### src/rtl/frog_pkg.sv
// Shared types and constants for the Frogger round sequencer.
package frog_pkg;

  typedef enum logic [2:0] {IDLE, PLAY, HIT, WIN, OVER} frog_state_t;

  localparam logic [2:0] SPAWN_ROW = 3'd0;
  localparam logic [2:0] SPAWN_COL = 3'd3;

  typedef logic [7:0][7:0] plane_t;

  function automatic plane_t onehot(input logic [2:0] row, input logic [2:0] col);
    plane_t p;
    p = '0;
    p[row][col] = 1'b1;
    return p;
  endfunction

endpackage

### src/rtl/frog_pos.sv
// Frog position: row/col registers with saturating moves, spawn load and hold,
// plus a registered one-hot plane so exactly one bit is ever set.
module frog_pos
  import frog_pkg::*;
(
  input  logic       clk,
  input  logic       reset_n,
  input  logic       load_spawn,
  input  logic       move_en,
  input  logic       u,
  input  logic       d,
  input  logic       l,
  input  logic       r,
  output logic [2:0] row,
  output logic [2:0] col,
  output plane_t     frog
);

  logic [2:0] row_n, col_n;

  // U is selected first even at row 7, where it deliberately does not move.
  always_comb begin
    row_n = row;
    col_n = col;
    if (load_spawn) begin
      row_n = SPAWN_ROW;
      col_n = SPAWN_COL;
    end else if (move_en) begin
      if (u) begin
        if (row != 3'd7) row_n = row + 3'd1;
      end else if (d) begin
        if (row != 3'd0) row_n = row - 3'd1;
      end else if (l) begin
        if (col != 3'd0) col_n = col - 3'd1;
      end else if (r) begin
        if (col != 3'd7) col_n = col + 3'd1;
      end
    end
  end

  always_ff @(posedge clk or negedge reset_n) begin
    if (!reset_n) begin
      row  <= SPAWN_ROW;
      col  <= SPAWN_COL;
      frog <= onehot(SPAWN_ROW, SPAWN_COL);
    end else begin
      row  <= row_n;
      col  <= col_n;
      frog <= onehot(row_n, col_n);
    end
  end

endmodule

### src/rtl/frog_game_ctrl.sv
// Frogger round sequencer: FSM, hit/win timer, lives and score.
// Optional high-score register enabled by defining FROG_HISCORE_EN.
module frog_game_ctrl
  import frog_pkg::*;
#(
  parameter int unsigned LIVES      = 3,
  parameter int unsigned HIT_CYCLES = 8,
  parameter int unsigned WIN_CYCLES = 8,
  parameter int unsigned SCORE_W    = 4
) (
  input  logic               clk,
  input  logic               reset_n,
  input  logic               start,
  input  logic               U,
  input  logic               D,
  input  logic               L,
  input  logic               R,
  input  logic               crashed,
  input  logic               survived,
  output plane_t             frog,
  output logic [2:0]         lives,
  output logic [SCORE_W-1:0] score,
  output logic               playing,
  output logic               flash,
  output logic               game_over
`ifdef FROG_HISCORE_EN
  ,
  output logic [SCORE_W-1:0] hiscore
`endif
);

  localparam int unsigned TMAX = (HIT_CYCLES > WIN_CYCLES) ? HIT_CYCLES : WIN_CYCLES;
  localparam int unsigned TW   = (TMAX > 1) ? $clog2(TMAX) : 1;
  localparam logic [TW-1:0] HIT_T      = TW'(HIT_CYCLES - 1);
  localparam logic [TW-1:0] WIN_T      = TW'(WIN_CYCLES - 1);
  localparam logic [2:0]    LIVES_INIT = 3'(LIVES);

  frog_state_t        state, state_n;
  logic [TW-1:0]      timer, timer_n;
  logic [2:0]         lives_n;
  logic [SCORE_W-1:0] score_n;
  logic               load_spawn, move_en;
  logic [2:0]         row, col;

  frog_pos u_pos (
    .clk        (clk),
    .reset_n    (reset_n),
    .load_spawn (load_spawn),
    .move_en    (move_en),
    .u          (U),
    .d          (D),
    .l          (L),
    .r          (R),
    .row        (row),
    .col        (col),
    .frog       (frog)
  );

  always_comb begin
    state_n    = state;
    timer_n    = timer;
    lives_n    = lives;
    score_n    = score;
    load_spawn = 1'b0;
    move_en    = 1'b0;
    unique case (state)
      IDLE, OVER: begin
        if (start) begin
          state_n    = PLAY;
          lives_n    = LIVES_INIT;
          score_n    = '0;
          load_spawn = 1'b1;
        end
      end
      PLAY: begin
        if (crashed) begin
          lives_n = lives - 3'd1;
          timer_n = HIT_T;
          state_n = HIT;
        end else if (survived) begin
          score_n = (score == '1) ? score : score + SCORE_W'(1);
          timer_n = WIN_T;
          state_n = WIN;
        end else begin
          move_en = 1'b1;
        end
      end
      HIT: begin
        if (timer == '0) begin
          if (lives == 3'd0) begin
            state_n = OVER;
          end else begin
            state_n    = PLAY;
            load_spawn = 1'b1;
          end
        end else begin
          timer_n = timer - TW'(1);
        end
      end
      WIN: begin
        if (timer == '0) begin
          state_n    = PLAY;
          load_spawn = 1'b1;
        end else begin
          timer_n = timer - TW'(1);
        end
      end
      default: state_n = IDLE;
    endcase
  end

  always_ff @(posedge clk or negedge reset_n) begin
    if (!reset_n) begin
      state     <= IDLE;
      timer     <= '0;
      lives     <= LIVES_INIT;
      score     <= '0;
      playing   <= 1'b0;
      flash     <= 1'b0;
      game_over <= 1'b0;
    end else begin
      state     <= state_n;
      timer     <= timer_n;
      lives     <= lives_n;
      score     <= score_n;
      playing   <= (state_n == PLAY);
      flash     <= (state_n == HIT);
      game_over <= (state_n == OVER);
    end
  end

`ifdef FROG_HISCORE_EN
  always_ff @(posedge clk or negedge reset_n) begin
    if (!reset_n) begin
      hiscore <= '0;
    end else if (state_n == OVER && state != OVER && score > hiscore) begin
      hiscore <= score;
    end
  end
`endif

endmodule

### config.mk
export PLATFORM = sky130hd
export DESIGN_NAME = frog_game_ctrl
export DESIGN_NICKNAME = d
export VERILOG_FILES = /design/src/rtl/frog_pkg.sv /design/src/rtl/frog_pos.sv /design/src/rtl/frog_game_ctrl.sv
export SDC_FILE = /design/constraint.sdc
export NUM_CORES = 1
export LEC_CHECK = 0
export CAP_MARGIN = 20
export CORE_ASPECT_RATIO = 0.9
export CORE_MARGIN = 2
export CORE_UTILIZATION = 52
export DETAILED_ROUTE_END_ITERATION = 8
export HOLD_SLACK_MARGIN = 0.08
export PLACE_DENSITY = 0.82
export SLEW_MARGIN = 40
export SYNTH_ARGS = -nofsm -noshare
export SYNTH_HDL_FRONTEND = slang
export SYNTH_SLANG_ARGS = --single-unit
### constraint.sdc
create_clock -name clk -period 5.1 [get_ports clk]
set_input_delay 1.53 -clock clk [delete_from_list [all_inputs] [get_ports clk]]
set_output_delay 1.53 -clock clk [all_outputs]
set_load 0.02 [all_outputs]
---- After elaboration in Yosys (flattened, before gate mapping) ----
Cells that the tools add are included.
Widths: inputs -> output; s select.
cells by class
  add/sub/neg operators ................... 7
  magnitude comparators ................... 4
  equal/unequal tests ..................... 17
  muxes and demuxes ....................... 45
  reductions and logical operators ........ 14
operator list
  operator             number
  $mux 3               25
  $demux 8 s3          1
  $mux 4               4
  $ne 2x2->1 const B   6
  $pmux 3 s2           2
  $pmux 3 s4           1
  $sub 3x1->3 const B  4
  $eq 3x2->1 const B   3
  $logic_not 3->1      3
  $ne 3x3->1 const B   3
  $lt 3x4->1 const B   2
  $mux 1               8
  $mux 8               1
  $pmux 4 s2           1
  $add 3x1->3 const B  2
  $eq 3x1->1 const B   2
  $eq 3x3->1 const B   2
  $ge 3x1->1 const B   2
  $reduce_and 3->1     2
  $reduce_bool 3->1    2
  $reduce_and 5->1     1
  $add 4x1->4 const B  1
  $eq 4x4->1 const B   1
  $reduce_bool 2->1    2
  other kinds (4)      6
storage, ports and cells
  register bits after elaboration ......... 86
  input port bits ......................... 9
  logic and storage cells ................. 104

---- Logic depth before layout (Yosys ltp) ----
Gate-level depths: netlist (run 1).
  depth after elaboration ................. 14
  mapped depth ............................ 9
  gate-level depth less buffers ........... 8

---- Cells and area by module ----
Synthesis (run 1) repeated with hierarchy kept, for this count alone.
second synthesis, totals
  cells, all modules ...................... 321
  area, all modules ....................... 3,717.3 um^2
by module, submodules not included
  module          instances  cells an instance  area an instance (um^2)
  frog_pos        1          233                2,798.9
  frog_game_ctrl  1          88                 918.4

---- Worst setup path after synthesis (run 1) ----
Ideal clock, no wire load.
  path kind ............................... input port to flip-flop
  start ................................... input survived
  end ..................................... register u_pos.frog[57] in the netlist's numbering
  setup time .............................. 0.078 ns
  arrival ................................. 3.152 ns
  required time ........................... 5.022 ns
  setup slack ............................. 1.871 ns
  stages .................................. 7
  path through ............................ nor2_1 > nand2_2 > or3_1 > and2_1 > or4_4 > buf_6 > nor2_2
between the ends
  longest elaborated chain between the ends .. 11
RTL lines
  what                                                            RTL line              source
  start: declaration                                              frog_game_ctrl.sv:19  input logic survived,
  $mux 1 *                                                        frog_game_ctrl.sv:80  end else if (survived) begin
  $mux 1 *                                                        frog_game_ctrl.sv:76  if (crashed) begin
  $mux 1 *                                                        frog_game_ctrl.sv:66  unique case (state)
  $mux 3                                                          frog_pos.sv:28        end else if (move_en) begin
  $mux 3                                                          frog_pos.sv:25        if (load_spawn) begin
  $lt 3x4->1 (not written as such) or $ge 3x1->1 (tied branches)  frog_pkg.sv:14        p[row][col] = 1'b1;
  $logic_and 1x1->1 (not written as such)                         frog_pkg.sv:14
  $mux 1 (not written as such)                                    frog_pkg.sv:14
  $demux 1 s3                                                     --
  $mux 8 (not written as such)                                    frog_pkg.sv:14
  $demux 8 s3 *                                                   --
  end signal: assignment                                          frog_pos.sv:45        frog <= onehot(SPAWN_ROW, SPAWN_COL);
  end signal: assignment                                          frog_pos.sv:49        frog <= onehot(row_n, col_n);
  end: declaration                                                frog_pos.sv:16        output plane_t frog
Every way passes the cells marked *; elsewhere a longest branch is shown, timed or not.
A chain may end at the register's enable or synchronous reset.

---- Final worst setup path (run 1) ----
  start ................................... input crashed
  end ..................................... register u_pos.frog[10] in the netlist's numbering
between the ends
  longest elaborated chain between the ends .. 10
RTL lines
  what                                                            RTL line              source
  start: declaration                                              frog_game_ctrl.sv:18  input logic crashed,
  $mux 1 *                                                        frog_game_ctrl.sv:76
  $mux 1 *                                                        frog_game_ctrl.sv:66
  $mux 3                                                          frog_pos.sv:28
  $mux 3                                                          frog_pos.sv:25
  $lt 3x4->1 (not written as such) or $ge 3x1->1 (tied branches)  frog_pkg.sv:14
  $logic_and 1x1->1 (not written as such)                         frog_pkg.sv:14
  $mux 1 (not written as such)                                    frog_pkg.sv:14
  $demux 1 s3                                                     --
  $mux 8 (not written as such)                                    frog_pkg.sv:14
  $demux 8 s3 *                                                   --
Marks and branches as above.

==> results.tsv, run 1 <==
metric	value	unit
status	complete, no violations	
max_freq	261.2	MHz
yosysSeqAreaShare	64.61	%
ant_nets	0	
slew_headroom	58.08	%
cpMostUsedCell	nor2_1	
fill_cells	440	
peakVddDrop	330.5	uV
die_y	80.04	um
clock_path_buffers	2	
h-tree-depth	3	
fin_util	72.11	%
cts_resized	0	
setup_violations	0	
cts_setup_buffers	0	
fin_nets	402	
via_count	2479	
path_buf_inv	1	
slowest_delay	0.58	ns
worst-setup-path-type	input port to register	
power_density	421.9	mW/mm^2
clock_latency	0.35	ns
synth_edf_count	0	
critPathTopFamily	simple AND/OR/NAND/NOR gates	
yosysTopAreaCell	dfrtp_1	
end_kind	register	
hold_viol_final	0	
cts_sinks	86	
rows	27	
clk_pin_slew	0.09	ns
root_buffer	clkbuf_8	
skew	0.006850	ns
layout_min_cycle_time	3.829	ns
tns	0	ns
numCtsBuffers	9	
worst_setup_path_start_kind	input port	
grt_max_degree	87	
postCtsHoldBufs	0	
ys.flop_type	dfrtp_1	
totalWireLength	7.323	mm
arrival	4.10	ns
r2r-start	timer[0]	
synth_nets	311	
area_delta_synth_final	33.45	%
p_leak	1.971	nW
min_period_over_period	75.07	%
ys_ff_latch	86	
grt_pass1_wl	12.25	mm
ys_async_sr_fraction	100.0	%
synth_common_cells	dfrtp_1, nor2_1, nand3_1	
grt_usage	23.19	%
critPathSlowestCell	or4_1	
syn_area	0.003341	mm^2
worstReg2RegEnd	u_pos.frog[53]	
start_util	54.04	%
overflow	0	
yosysMostFrequentCell	dfrtp_1	
crit_fanout	8	
p_total	1.881	mW
via_per_inst	5.230	
rsz0062_at_grt	no	
die_w	88.49	um
drive_gt1_share	10.34	%
drc	0	
min_to	timer[0]	
netlist_instances	291	
place_congestion	0.8415	
yosys_warnings	0	
regToRegSetupSlack	2.58	ns
path_cells	clkdlybuf4s50_1 > or4_1 > nor2_1 > o21a_1 > xnor2_1 > nand4_1 > nor2_1	
maxCapViolations	0	
portBuffers	82	
dp_hpwl	5.149	mm
cts_tree	built	
r2r_cells	8	
worstMarginPinSlew	0.6258	ns
drtPass1Iterations	4	
antennaDiodeCount	0	
synth_top_area_share	60.67	%
synthTopCellsByArea	dfrtp_1, nor2_1, ha_1	
whs_path_depth	1	
dieArea	0.007083	mm^2
syn_area_per_cell	11.48	um^2
min_from	timer[0]	
core_area	0.006182	mm^2
finalMaxSlewViolations	0	
synth_cell_type_count	46	
cp.required	5.37	ns
pin_count	83	
hold_class	register to register	
grt_pass1_vias	2508	
antenna_found_initial	0	
drt_iter0_drc	144	
routedWlPerCell	15.45	um
==> power by group <==
group / switching, mW / leakage [nW] / internal (mW)
sequential: 0.0597 / 1.16 / 0.771
combinational: 0.361 / 0.721 / 0.218
clock: 0.241 / 0.0895 / 0.230
total: 0.662 / 1.97 / 1.22
==> cell type report <==
class | instances | area, um^2 | share of cell area (%)
clock buffers | 10 | 127.6 | 2.863
clock inverters | 6 | 70.07 | 1.572
inverters | 12 | 45.04 | 1.010
multi-input cells | 190 | 1119 | 25.09
flip-flops and latches | 86 | 2158 | 48.41
well taps | 87 | 108.9 | 2.442
repair buffers | 83 | 829.5 | 18.61
==> flip-flops by register name, summed over array words and instances (netlist names), 3 cells and up <==
| signal | count |
|---|---|
| u_pos.frog | 64 |
| score | 4 |
| lives | 3 |
| state | 3 |
| timer | 3 |
| u_pos.col | 3 |
| u_pos.row | 3 |
==> worst reg2reg max path, cell delays in order (launching register included) <==
cell     delay [ns]
dfrtp_1        0.40
inv_1          0.08
ha_1           0.13
nor2b_1        0.25
nand2_1        0.14
o21ai_2        0.35
a21oi_1        0.19
or4_1          0.71
nor2_1         0.17
==> worst max-delay path by stage <==
stage	slack (ns)	startpoint	cells past startpoint	end
final	1.27	crashed	7	u_pos.frog[10]
after global routing	1.10	survived	7	u_pos.frog[32]
after detailed placement	0.96	crashed	7	u_pos.frog[10]
after CTS	1.32	crashed	7	u_pos.frog[10]
after floorplan	1.87	survived	7	u_pos.frog[57]
after global placement	1.06	crashed	7	u_pos.frog[10]
==> layer usage <==
layer / GRT usage [%] / vias up / wire length [um]
met5: 0 / - / 0
met4: 6.212 / 0 / 98
met3: 7.963 / 8 / 418
met2: 36.09 / 75 / 3622
met1: 31.28 / 1233 / 3184
li1: - / 1163 / -
==> stage by stage <==
| stage | hold slack [ns] | worst slack [ns] | cell area, um^2 | instances |
|---|---|---|---|---|
| 6_report | 0.4826 | 1.271 | 4458 | 474 |
| 5_1_grt | 0.5274 | 1.095 | 4458 | 474 |
| 4_1_cts | 0.4888 | 1.317 | 4451 | 473 |
| 3_5_place_dp | 0.4769 | 0.9552 | 4253 | 457 |
| 3_3_place_gp | 0.4548 | 1.055 | 4249 | 457 |
| 2_1_floorplan | 0.4396 | 1.871 | 3341 | 291 |
==> logic make-up (layout without fill, tap and decap cells) <==
group                      Yosys count  after routing  share of synthesized area, %
xor gates and xnor gates             5              5                         1.311
AOI/OAI and AO/OA                   34             34                         7.191
adders and majority gates           11             11                         4.120
and+or+nand+nor                    139            139                         20.56
buffers and inverters               15            111                         1.910
DFF                                 86             86                         64.61
muxes                                1              1                        0.2996
==> layout by cell type (no fill, tap or decap), drive strengths merged, types with 7 or more instances in the layout <==
cell type       n
ha             11
nand2          12
inv            14
nand4           7
dfrtp          81
nor2           78
clkdlybuf4s50  81
nand3          14
clkbuf         12
o21ai          13
(Power assumes the default switching activity.)
==> run 2: changes to the inputs <==
- CORE_UTILIZATION: 52 -> 49
- PLACE_DENSITY: 0.82 -> 0.78
- clock period: 5.1 -> 3.8 ns (I/O delays scaled with it)
==> run 2 against run 1 <==
  * Non-clock buffer count rose by 8
  * Global-route usage is 0.83 points lower
  * First-iteration DRC count down 1.4%
  * Largest cell class unchanged
==> results.tsv, run 2 (synthesis gave the netlist of run 1 again) <==
metric	value	unit
pin_count	83	
place_congestion	0.8220	
dieArea	0.007495	mm^2
ant_nets	0	
cts_tree	built	
arrival	3.61	ns
regMostFlops	u_pos.frog	
grt_pass1_wl	12.57	mm
max_freq	300.0	MHz
totalWireLength	7.599	mm
root_buffer	clkbuf_8	
worst_setup_path_start_kind	input port	
numCtsBuffers	9	
timing.hold.ws	0.4732	ns
cpMostUsedCell	nor2_1	
status	complete, no violations	
fill_cells	525	
drc	0	
drive_gt1_share	12.41	%
tns	0	ns
postCtsHoldBufs	0	
clk_pin_slew	0.09	ns
grt_max_degree	87	
skew	0.009165	ns
h-tree-depth	3	
die_y	82.33	um
setup_violations	0	
cts_resized	0	
rsz0062_at_grt	no	
end_kind	register	
slowest_delay	0.60	ns
portBuffers	82	
slew_headroom	57.35	%
antennaDiodeCount	0	
layout_min_cycle_time	3.333	ns
worstMarginPinSlew	0.6398	ns
dp_hpwl	5.547	mm
antenna_found_initial	0	
start_util	50.72	%
peakVddDrop	352.4	uV
cts_sinks	86	
crit_fanout	8	
min_period_over_period	87.71	%
placed_area	0.004324	mm^2
die_w	91.04	um
hold_class	register to register	
area_delta_synth_final	35.66	%
routedWlPerCell	15.67	um
cts_setup_buffers	0	
layout_common_cells	dfrtp_1, clkdlybuf4s50_1, nor2_1	
core_area	0.006586	mm^2
cp.required	4.08	ns
top_regs	u_pos.frog: 64 flops, score: 4 flops	
largest_register_ff_count	64	
clock_path_buffers	2	
clock_latency	0.35	ns
p_leak	2.023	nW
drtPass1Iterations	4	
maxCapViolations	0	
fin_nets	410	
hold_viol_final	0	
design_area	0.004532	mm^2
via_count	2502	
rows	28	
critPathSlowestCell	or4_1	
overflow	0	
critPathTopFamily	simple AND/OR/NAND/NOR gates	
power_density	568.5	mW/mm^2
path_cells	clkdlybuf4s50_1 > or4_1 > nor2_1 > o21a_1 > xnor2_1 > nand3_1 > nor2_1	
drt_iter0_drc	142	
worst-setup-path-type	input port to register	
grt_usage	22.35	%
finalMaxSlewViolations	0	
path_buf_inv	1	
via_per_inst	5.159	
grt_pass1_vias	2492	
-- run 2: final cells by class --
type                    instances  area (um^2)  share of cell area (%)
multi-input cells             190         1119                   24.68
repair buffers                 91        892.1                   19.69
well taps                      90        112.6                   2.485
clock inverters                 7        81.33                   1.795
clock buffers                   9        123.9                   2.733
inverters                      12        45.04                  0.9939
flip-flops and latches         86         2158                   47.63
-- run 2: worst reg2reg max path: stages (launching register included) --
cell      delay (ns)
dfrtp_1         0.44
ha_1            0.22
a21boi_0        0.35
a31oi_1         0.10
or3_1           0.34
a21oi_1         0.36
nand4_1         0.42
nor2_1          0.21
-- run 2: worst paths after layout --
check / slack (ns) / start / end / cells after the start
setup / recovery: 0.47 / crashed / u_pos.frog[13] / 7
hold / removal: 0.47 / timer[0] / timer[0] / 1
setup reg to reg: 1.29 / u_pos.row[1] / u_pos.frog[25] / 7
hold reg to reg: 0.47 / timer[0] / timer[0] / 1
max in group asynchronous: 2.54 / reset_n / u_pos.frog[30] / 1
min in group asynchronous: 0.81 / reset_n / score[3] / 1
-- run 2: through the flow --
stage | setup WS [ns] | power (mW) | std cells | utilization [%]
floorplan | 0.9608 | 1.626 | 291 | -
global route | 0.3234 | 2.742 | 485 | 68.81
finish | 0.4671 | 2.576 | 485 | 68.81
global placement | 0.2512 | 1.912 | 469 | 65.60
detailed placement | 0.1470 | 1.945 | 469 | 65.65
CTS | 0.5025 | 2.601 | 485 | 68.77
-- run 2: power breakdown --
group	switching (mW)	total [mW]	internal, mW	leakage, nW
clock	0.340	0.654	0.314	0.106
combinational	0.489	0.809	0.320	0.757
sequential	0.0788	1.11	1.03	1.16
-- run 2: per-layer routing --
| layer | vias to the layer above | track usage [%] | routed length (um) |
|---|---|---|---|
| met4 | 0 | 10.76 | 176 |
| li1 | 1180 | - | - |
| met5 | - | 0 | 0 |
| met1 | 1231 | 29.62 | 3267 |
| met2 | 76 | 36.30 | 3800 |
| met3 | 15 | 4.356 | 355 |
==> run 3: changes to the inputs <==
- CAP_MARGIN: 20 -> 10
==> results of run 3 <==
Final layout, timing and power as in run 2 (identical DEF).
